===== src/rtl/stage_sequencer.sv =====
// stage_sequencer: multi-cycle IF/ID/EX/MEM/WB control FSM for the 16-bit RISC core.
// Each opcode walks only the stages it needs. The PC/IR/regfile/dmem commit
// enables are decoded from the current stage. They are gated by the ready
// input owned by that stage, and forced low while reset is high.
// Optional feature: define PERF_CNT_EN to build the cycle and retired-instruction
// counters. Without it, cycleCnt/instCnt are tied to zero and hold no state.
module stage_sequencer (
   input  logic        clk,
   input  logic        reset,
   input  logic [3:0]  opcode,
   input  logic        regWr,
   input  logic        MemRd,
   input  logic        MemWr,
   input  logic        branchTaken,
   input  logic        instReady,
   input  logic        memReady,
   output logic [2:0]  stage,
   output logic        irWr,
   output logic        pcWr,
   output logic [1:0]  pcSrc,
   output logic        regWrEn,
   output logic        memRdEn,
   output logic        memWrEn,
   output logic [15:0] cycleCnt,
   output logic [15:0] instCnt
);

   localparam logic [2:0] S_IF  = 3'd0;
   localparam logic [2:0] S_ID  = 3'd1;
   localparam logic [2:0] S_EX  = 3'd2;
   localparam logic [2:0] S_MEM = 3'd3;
   localparam logic [2:0] S_WB  = 3'd4;

   localparam logic [1:0] PC_INC = 2'd0;
   localparam logic [1:0] PC_BR  = 2'd1;
   localparam logic [1:0] PC_JMP = 2'd2;
   localparam logic [1:0] PC_RET = 2'd3;

   logic [2:0] state, state_nxt;

   // Opcode classes. Each class selects one stage path.
   logic is_alu, is_load, is_store, is_branch, is_jmp, is_call, is_ret;

   // Classify the IR opcode into its stage-path family
   always_comb begin
      is_alu    = (opcode <= 4'd4);
      is_load   = (opcode == 4'd5) || (opcode == 4'd6);
      is_store  = (opcode == 4'd7) || (opcode == 4'd15);
      is_branch = (opcode[3:2] == 2'b10);
      is_jmp    = (opcode == 4'd12);
      is_call   = (opcode == 4'd13);
      is_ret    = (opcode == 4'd14);
   end

   // State register; reset abandons any in-flight instruction and returns to IF
   always_ff @(posedge clk or posedge reset) begin
      if (reset) state <= S_IF;
      else       state <= state_nxt;
   end

   // Next-state: each stage either stalls on its ready input, advances, or retires to IF
   always_comb begin
      state_nxt = S_IF;
      case (state)
         S_IF:  state_nxt = instReady ? S_ID : S_IF;
         S_ID: begin
            if (is_call)                                   state_nxt = S_WB;
            else if (is_jmp || is_ret)                     state_nxt = S_IF;
            else if (is_alu || is_load || is_store || is_branch) state_nxt = S_EX;
            else                                           state_nxt = S_IF;
         end
         S_EX: begin
            if (is_alu)                   state_nxt = S_WB;
            else if (is_load || is_store) state_nxt = S_MEM;
            else                          state_nxt = S_IF;
         end
         S_MEM: begin
            if (!memReady)    state_nxt = S_MEM;
            else if (is_load) state_nxt = S_WB;
            else              state_nxt = S_IF;
         end
         S_WB:  state_nxt = S_IF;
         default: state_nxt = S_IF;
      endcase
   end

   // Moore-style commit enables. Reset masks them so nothing commits while it is held.
   always_comb begin
      irWr    = 1'b0;
      pcWr    = 1'b0;
      pcSrc   = PC_INC;
      regWrEn = 1'b0;
      memRdEn = 1'b0;
      memWrEn = 1'b0;
      if (!reset) begin
         case (state)
            S_IF: begin
               irWr = instReady;
               pcWr = instReady;
            end
            S_ID: begin
               if (is_jmp || is_call) begin
                  pcWr  = 1'b1;
                  pcSrc = PC_JMP;
               end else if (is_ret) begin
                  pcWr  = 1'b1;
                  pcSrc = PC_RET;
               end
            end
            S_EX: begin
               // A not-taken branch keeps the PC+1 already loaded in IF.
               if (is_branch && branchTaken) begin
                  pcWr  = 1'b1;
                  pcSrc = PC_BR;
               end
            end
            S_MEM: begin
               memRdEn = MemRd;
               memWrEn = MemWr;
            end
            S_WB: regWrEn = regWr;
            default: ;
         endcase
      end
   end

   assign stage = state;

`ifdef PERF_CNT_EN
   logic        retire;
   logic [15:0] cyc_q, inst_q;

   // An instruction retires on the edge that takes a non-IF stage back to IF
   assign retire = (state != S_IF) && (state_nxt == S_IF);

   // Free-running cycle counter and retired-instruction counter, both wrap at 16 bits
   always_ff @(posedge clk or posedge reset) begin
      if (reset) begin
         cyc_q  <= 16'd0;
         inst_q <= 16'd0;
      end else begin
         cyc_q <= cyc_q + 16'd1;
         if (retire) inst_q <= inst_q + 16'd1;
      end
   end

   assign cycleCnt = cyc_q;
   assign instCnt  = inst_q;
`else
   assign cycleCnt = 16'd0;
   assign instCnt  = 16'd0;
`endif

endmodule


===== config.mk =====
export PLATFORM = sky130hd
export DESIGN_NAME = stage_sequencer
export DESIGN_NICKNAME = d
export VERILOG_FILES = /design/src/rtl/stage_sequencer.sv
export SDC_FILE = /design/constraint.sdc
export NUM_CORES = 1
export LEC_CHECK = 0
export ABC_AREA = 1
export CORE_MARGIN = 2
export CORE_UTILIZATION = 29
export DETAILED_ROUTE_END_ITERATION = 8
export PLACE_DENSITY = 0.79
export SLEW_MARGIN = 20
export SYNTH_ARGS = -nofsm -noshare
export SYNTH_HDL_FRONTEND = slang
export SYNTH_SLANG_ARGS = --single-unit

===== constraint.sdc =====
create_clock -name clk -period 1.4 [get_ports clk]
set_input_delay 0.35 -clock clk [delete_from_list [all_inputs] [get_ports clk]]
set_output_delay 0.35 -clock clk [all_outputs]
set_load 0.05 [all_outputs]

======== After elaboration in Yosys (flattened, before gate mapping) ========
Cells that the tools add are included.
Widths: inputs -> output; s select.
storage, ports and cells
  register bits after elaboration ......... 3
  bits in latches ......................... 0
  bits in writable memories ............... 0
  ROM bits ................................ 0
  output and inout bits ................... 42
  word-level logic and storage cells ...... 51
  memories ................................ 0
cells by class
  add/sub/neg operators ................... 0
  $mul .................................... 0
  div/mod/pow operators ................... 0
  magnitude comparators ................... 1
  equality and inequality tests ........... 12
  shift-type cells ........................ 0
  muxes and demuxes ....................... 27
  bitwise gates (word level) .............. 0
  reduce and logical (&&, ||, !) cells .... 10
operator list
  cell                count
  $eq 4x4->1 const B  4
  $mux 1              14
  $eq 4x3->1 const B  3
  $mux 2              6
  $mux 3              4
  $pmux 3 s4          1
  $logic_or 1x1->1    8
  $eq 3x2->1 const B  2
  $le 4x3->1 const B  1
  $pmux 2 s2          1
  $eq 3x1->1 const B  1
  $eq 3x3->1 const B  1
  $logic_not 3->1     1
  $pmux 1 s3          1
  $eq 2x2->1 const B  1
  $logic_and 1x1->1   1

======== Logic depth before layout (Yosys ltp) ========
  depth in word-level cells ............... 9
  depth in mapped cells ................... 6

======== Least setup slack after synthesis ========
No wires, ideal clock.
  path type ............................... register to output
  from .................................... register state[2] (netlist: stage[2])
  to ...................................... output port memRdEn
  arrival time ............................ 2.058 ns
  data required time ...................... 1.050 ns
  slack ................................... -1.008 ns
  cell stages (with the launch flop) ...... 4
  buffers on the path ..................... 0
  path through ............................ dfrtp_1 inv_1 nand3_1 nor3b_1
between the ends
  cells in the longest elaborated chain, start to end .. 3
ends and longest elaborated chain
  element                   RTL line  source
  start: declaration        39        logic [2:0] state, state_nxt;
  start signal: assignment  58        else state <= state_nxt;
  $eq 3x2->1                96        case (state)
  $mux 1                    96
  $mux 1                    95        if (!reset) begin
  end: declaration          22        output logic memRdEn,
Every way passes these cells.

======== Final worst setup path ========
  from .................................... input port branchTaken
  to ...................................... output port pcWr
between the ends
  cells in the longest elaborated chain, start to end .. 4
ends and longest elaborated chain
  element             RTL line  source
  start: declaration  14        input logic branchTaken,
  $logic_and 1x1->1   112       if (is_branch && branchTaken) begin
  $mux 1              112
  $pmux 1 s3          96
  $mux 1              95
  end: declaration    19        output logic pcWr,
Every way passes these cells.

==> metrics.md <==
| Metric | Value |
|---|---|
| Power Density | `1440 nW/um^2` |
| Critical path class | `input port to output pin` |
| Placed Instances | `about 150` |
| Data required, critical path | `between 1000 and 1500 ps` |
| Reg clk slew, reported paths | `roughly 40 ps` |
| Status | `finished, violations left` |
| CP max stage cell | `clkdlybuf4s50_1` |
| Period minus WS final | `~1800 ps` |
| DRC | `0` |
| Fillers | `148` |
| Pin count of the biggest net entering global routing | `7` |
| Ant diodes | `0` |
| Root buffer cell | `clkbuf_4` |
| # hold bufs at CTS | `0` |
| Drt first pass iters | `4` |
| Synth Area per Inst | `~6.4 um^2` |
| Fin Setup TNS | `-2260 ps` |
| Share of cells above drive strength 1 | `~45%` |
| # clock sinks | `3` |
| GR Util All Layers | `13.6%` |
| Crit path max fanout | `2` |
| Worst skew pair latency | `230 ps` |
| Multi-input gate area | `between 400 and 500 um^2` |
| NumNets Final | `143` |
| Distinct cells, synth | `16` |
| Routed wire length | `about 1400 um` |
| Register area share after synthesis | `13.7%` |
| RSZ-0062 raised after global routing | `true` |
| CP Launch Point | `branchTaken` |
| Vias | `595` |
| Register Area | `78.8 um^2` |
| Worst hold path class | `input port to asynchronous set/reset pin` |
| Number of antenna violations at the first check in global routing | `0` |
| Max-slew violation count | `0` |
| Vias per cell | `about 3.8` |
| CTS buffer count | `3` |
| Setup crit end kind | `output pin` |
| Slack of the worst reg-to-reg path | `about 220 ps` |
| Initial core utilization | `between 30% and 40%` |
| IO Pins | `54` |
| GPL Wtd Cong | `~0.84` |
| P&R area growth vs syn | `95.0%` |
| Die H | `47.5 um` |
| CTS tree | `yes` |
| R2R depth | `5` |
| Critical R2R Launch | `stage[1]` |
| Crit share post-route | `128%` |
| Overflow after GRT | `0` |
| Fin. Hold Viols | `0` |
| CP arrival | `1440 ps` |
| Yosys warning total | `0` |
| First-pass GRT wire length | `2150 um` |
| HPWL after DPL | `about 1100 um` |
| M1 WL | `approximately 490 um` |
| Max-cap viol count | `0` |
| WHS | `around 300 ps` |
| Worst R2R End | `stage[0]` |
| Final cell count without fillers | `about 160` |
| Worst Skew | `between 0.2 and 0.25 ps` |
| Fin worst setup slack | `-393 ps` |
| Lkg Pwr | `approximately 0.53 nW` |
| Port Buffers | `21` |
| Met2 routed WL | `approximately 800 um` |
| Core area | `1750 um^2` |
| Met3 routed WL | `around 140 um` |
| Mapped Cells | `86` |
| H-Tree Depth | `1` |
| Max reg flops | `3` |
| FMAX | `558 MHz` |
| Place WS | `-501 ps` |
| IR drop worst, VDD | `0.000823 V` |
| Drt wl/cell | `~9.2 um` |
| Max incr delay on CP | `480 ps` |
| Overall die width | `between 40 and 50 um` |
| Critical Path, Cell by Cell | `clkdlybuf4s50_1 -> nand3_2 -> nor2_4 -> nor2_2 -> a21oi_4 -> buf_12` |
| Layout Utilization | `61.2%` |
| Worst Setup Start Kind | `input port` |
| CTS Buffer Depth | `2` |
| Max layer used | `met4` |
| Detailed Route Iter0 Violations | `8` |
| Failing checks | `negative setup slack` |
| CP endpoint | `pcWr` |
| Final setup viols | `8` |
| Number of global-route vias before repair | `540` |
| Antenna Violating Nets Remaining | `0` |
| Full die area | `between 2000 and 2500 um^2` |
| Cell area after synthesis | `between 500 and 600 um^2` |
| Row Count | `15` |
| Synth Register Bits | `3` |
[kinds of logic (layout without fill, tap and decap cells)]
| logic type | count (synthesis) | after routing | share of synthesized area (%) |
|---|---|---|---|
| other cells | 1 | 32 | 0.684 |
| simple gates | 36 | 36 | 31.3 |
| buf+inv | 42 | 55 | 50.7 |
| compound gates | 4 | 4 | 3.65 |
| flops | 3 | 3 | 13.7 |
[per-layer routing]
metal  GRT usage [%]  vias to the layer above
li1                -                      293
met1            13.9                      261
met2            25.7                       39
met3            1.89                        2
met4            8.33                        0
met5               0                        -
[power by group]
group / internal [mW] / leakage [nW] / switching (mW)
combinational: 0.523 / 0.484 / 0.685
sequential: 0.124 / 0.0351 / 0.0516
clock: 0.107 / 0.0150 / 0.0513
total: 0.755 / 0.534 / 0.788
[synth_stat cells, drive strengths merged]
library cell,n,area share (%)
nand4,1,1.1
conb,1,0.68
nor3b,2,2.7
o21ai,1,0.91
nand3,8,7.3
a21oi,3,2.7
or2,1,1.1
buf,32,44
nand2,10,6.9
nor3,3,3.7
dfrtp,3,14
nor2,10,7.3
inv,10,6.9
nand2b,1,1.1
[critical path, delay by kind of cell]
family / cells / cell delay [ps]
AOI/OAI and AO/OA: 1 / 160
and+or+nand+nor: 3 / 300
buffers and inverters: 2 / 630
[layout by cell type (no fill, tap or decap), types with 2 or more instances in the layout]
master            n
clkdlybuf4s50_1   6
dfrtp_2           3
inv_1             8
nor2_1            2
buf_4            20
nand3_1           5
conb_1           32
nor2_4            6
nor3b_4           2
nor2_2            2
nand2_2           2
buf_12           10
nand3_2           2
nand2_1           8
clkbuf_4          3
dlygate4sd2_1     5
[final cells by class]
type | instances | share of cell area (%)
Timing Repair Buffer | 41 | 42.5
Multi-Input combinational cell | 72 | 41.0
Sequential cell | 3 | 7.38
Inverter | 10 | 3.75
Tap cell | 25 | 2.93
Clock buffer | 4 | 2.46
[how the worst min path moves through the flow]
stage / to / cells past startpoint
after detailed placement: stage[1] / 2
after global placement: stage[1] / 2
after floorplan: stage[0] / 1
final: stage[0] / 3
after CTS: stage[1] / 3
after global routing: stage[2] / 3
[per-stage QoR]
stage          power [mW]  area, um^2
2_1_floorplan       0.803         734
3_3_place_gp         1.16         948
3_5_place_dp         1.18         948
4_1_cts              1.48        1040
5_1_grt              1.63        1070
6_report             1.54        1070
[what timing repair did]
action / in CTS / in global routing
setup endpoints to repair: 7 / 8
pin swaps: 7 / 6
resized for setup: 17 / 4
setup buffers: 4 / 1
(Power assumes the default switching activity.)
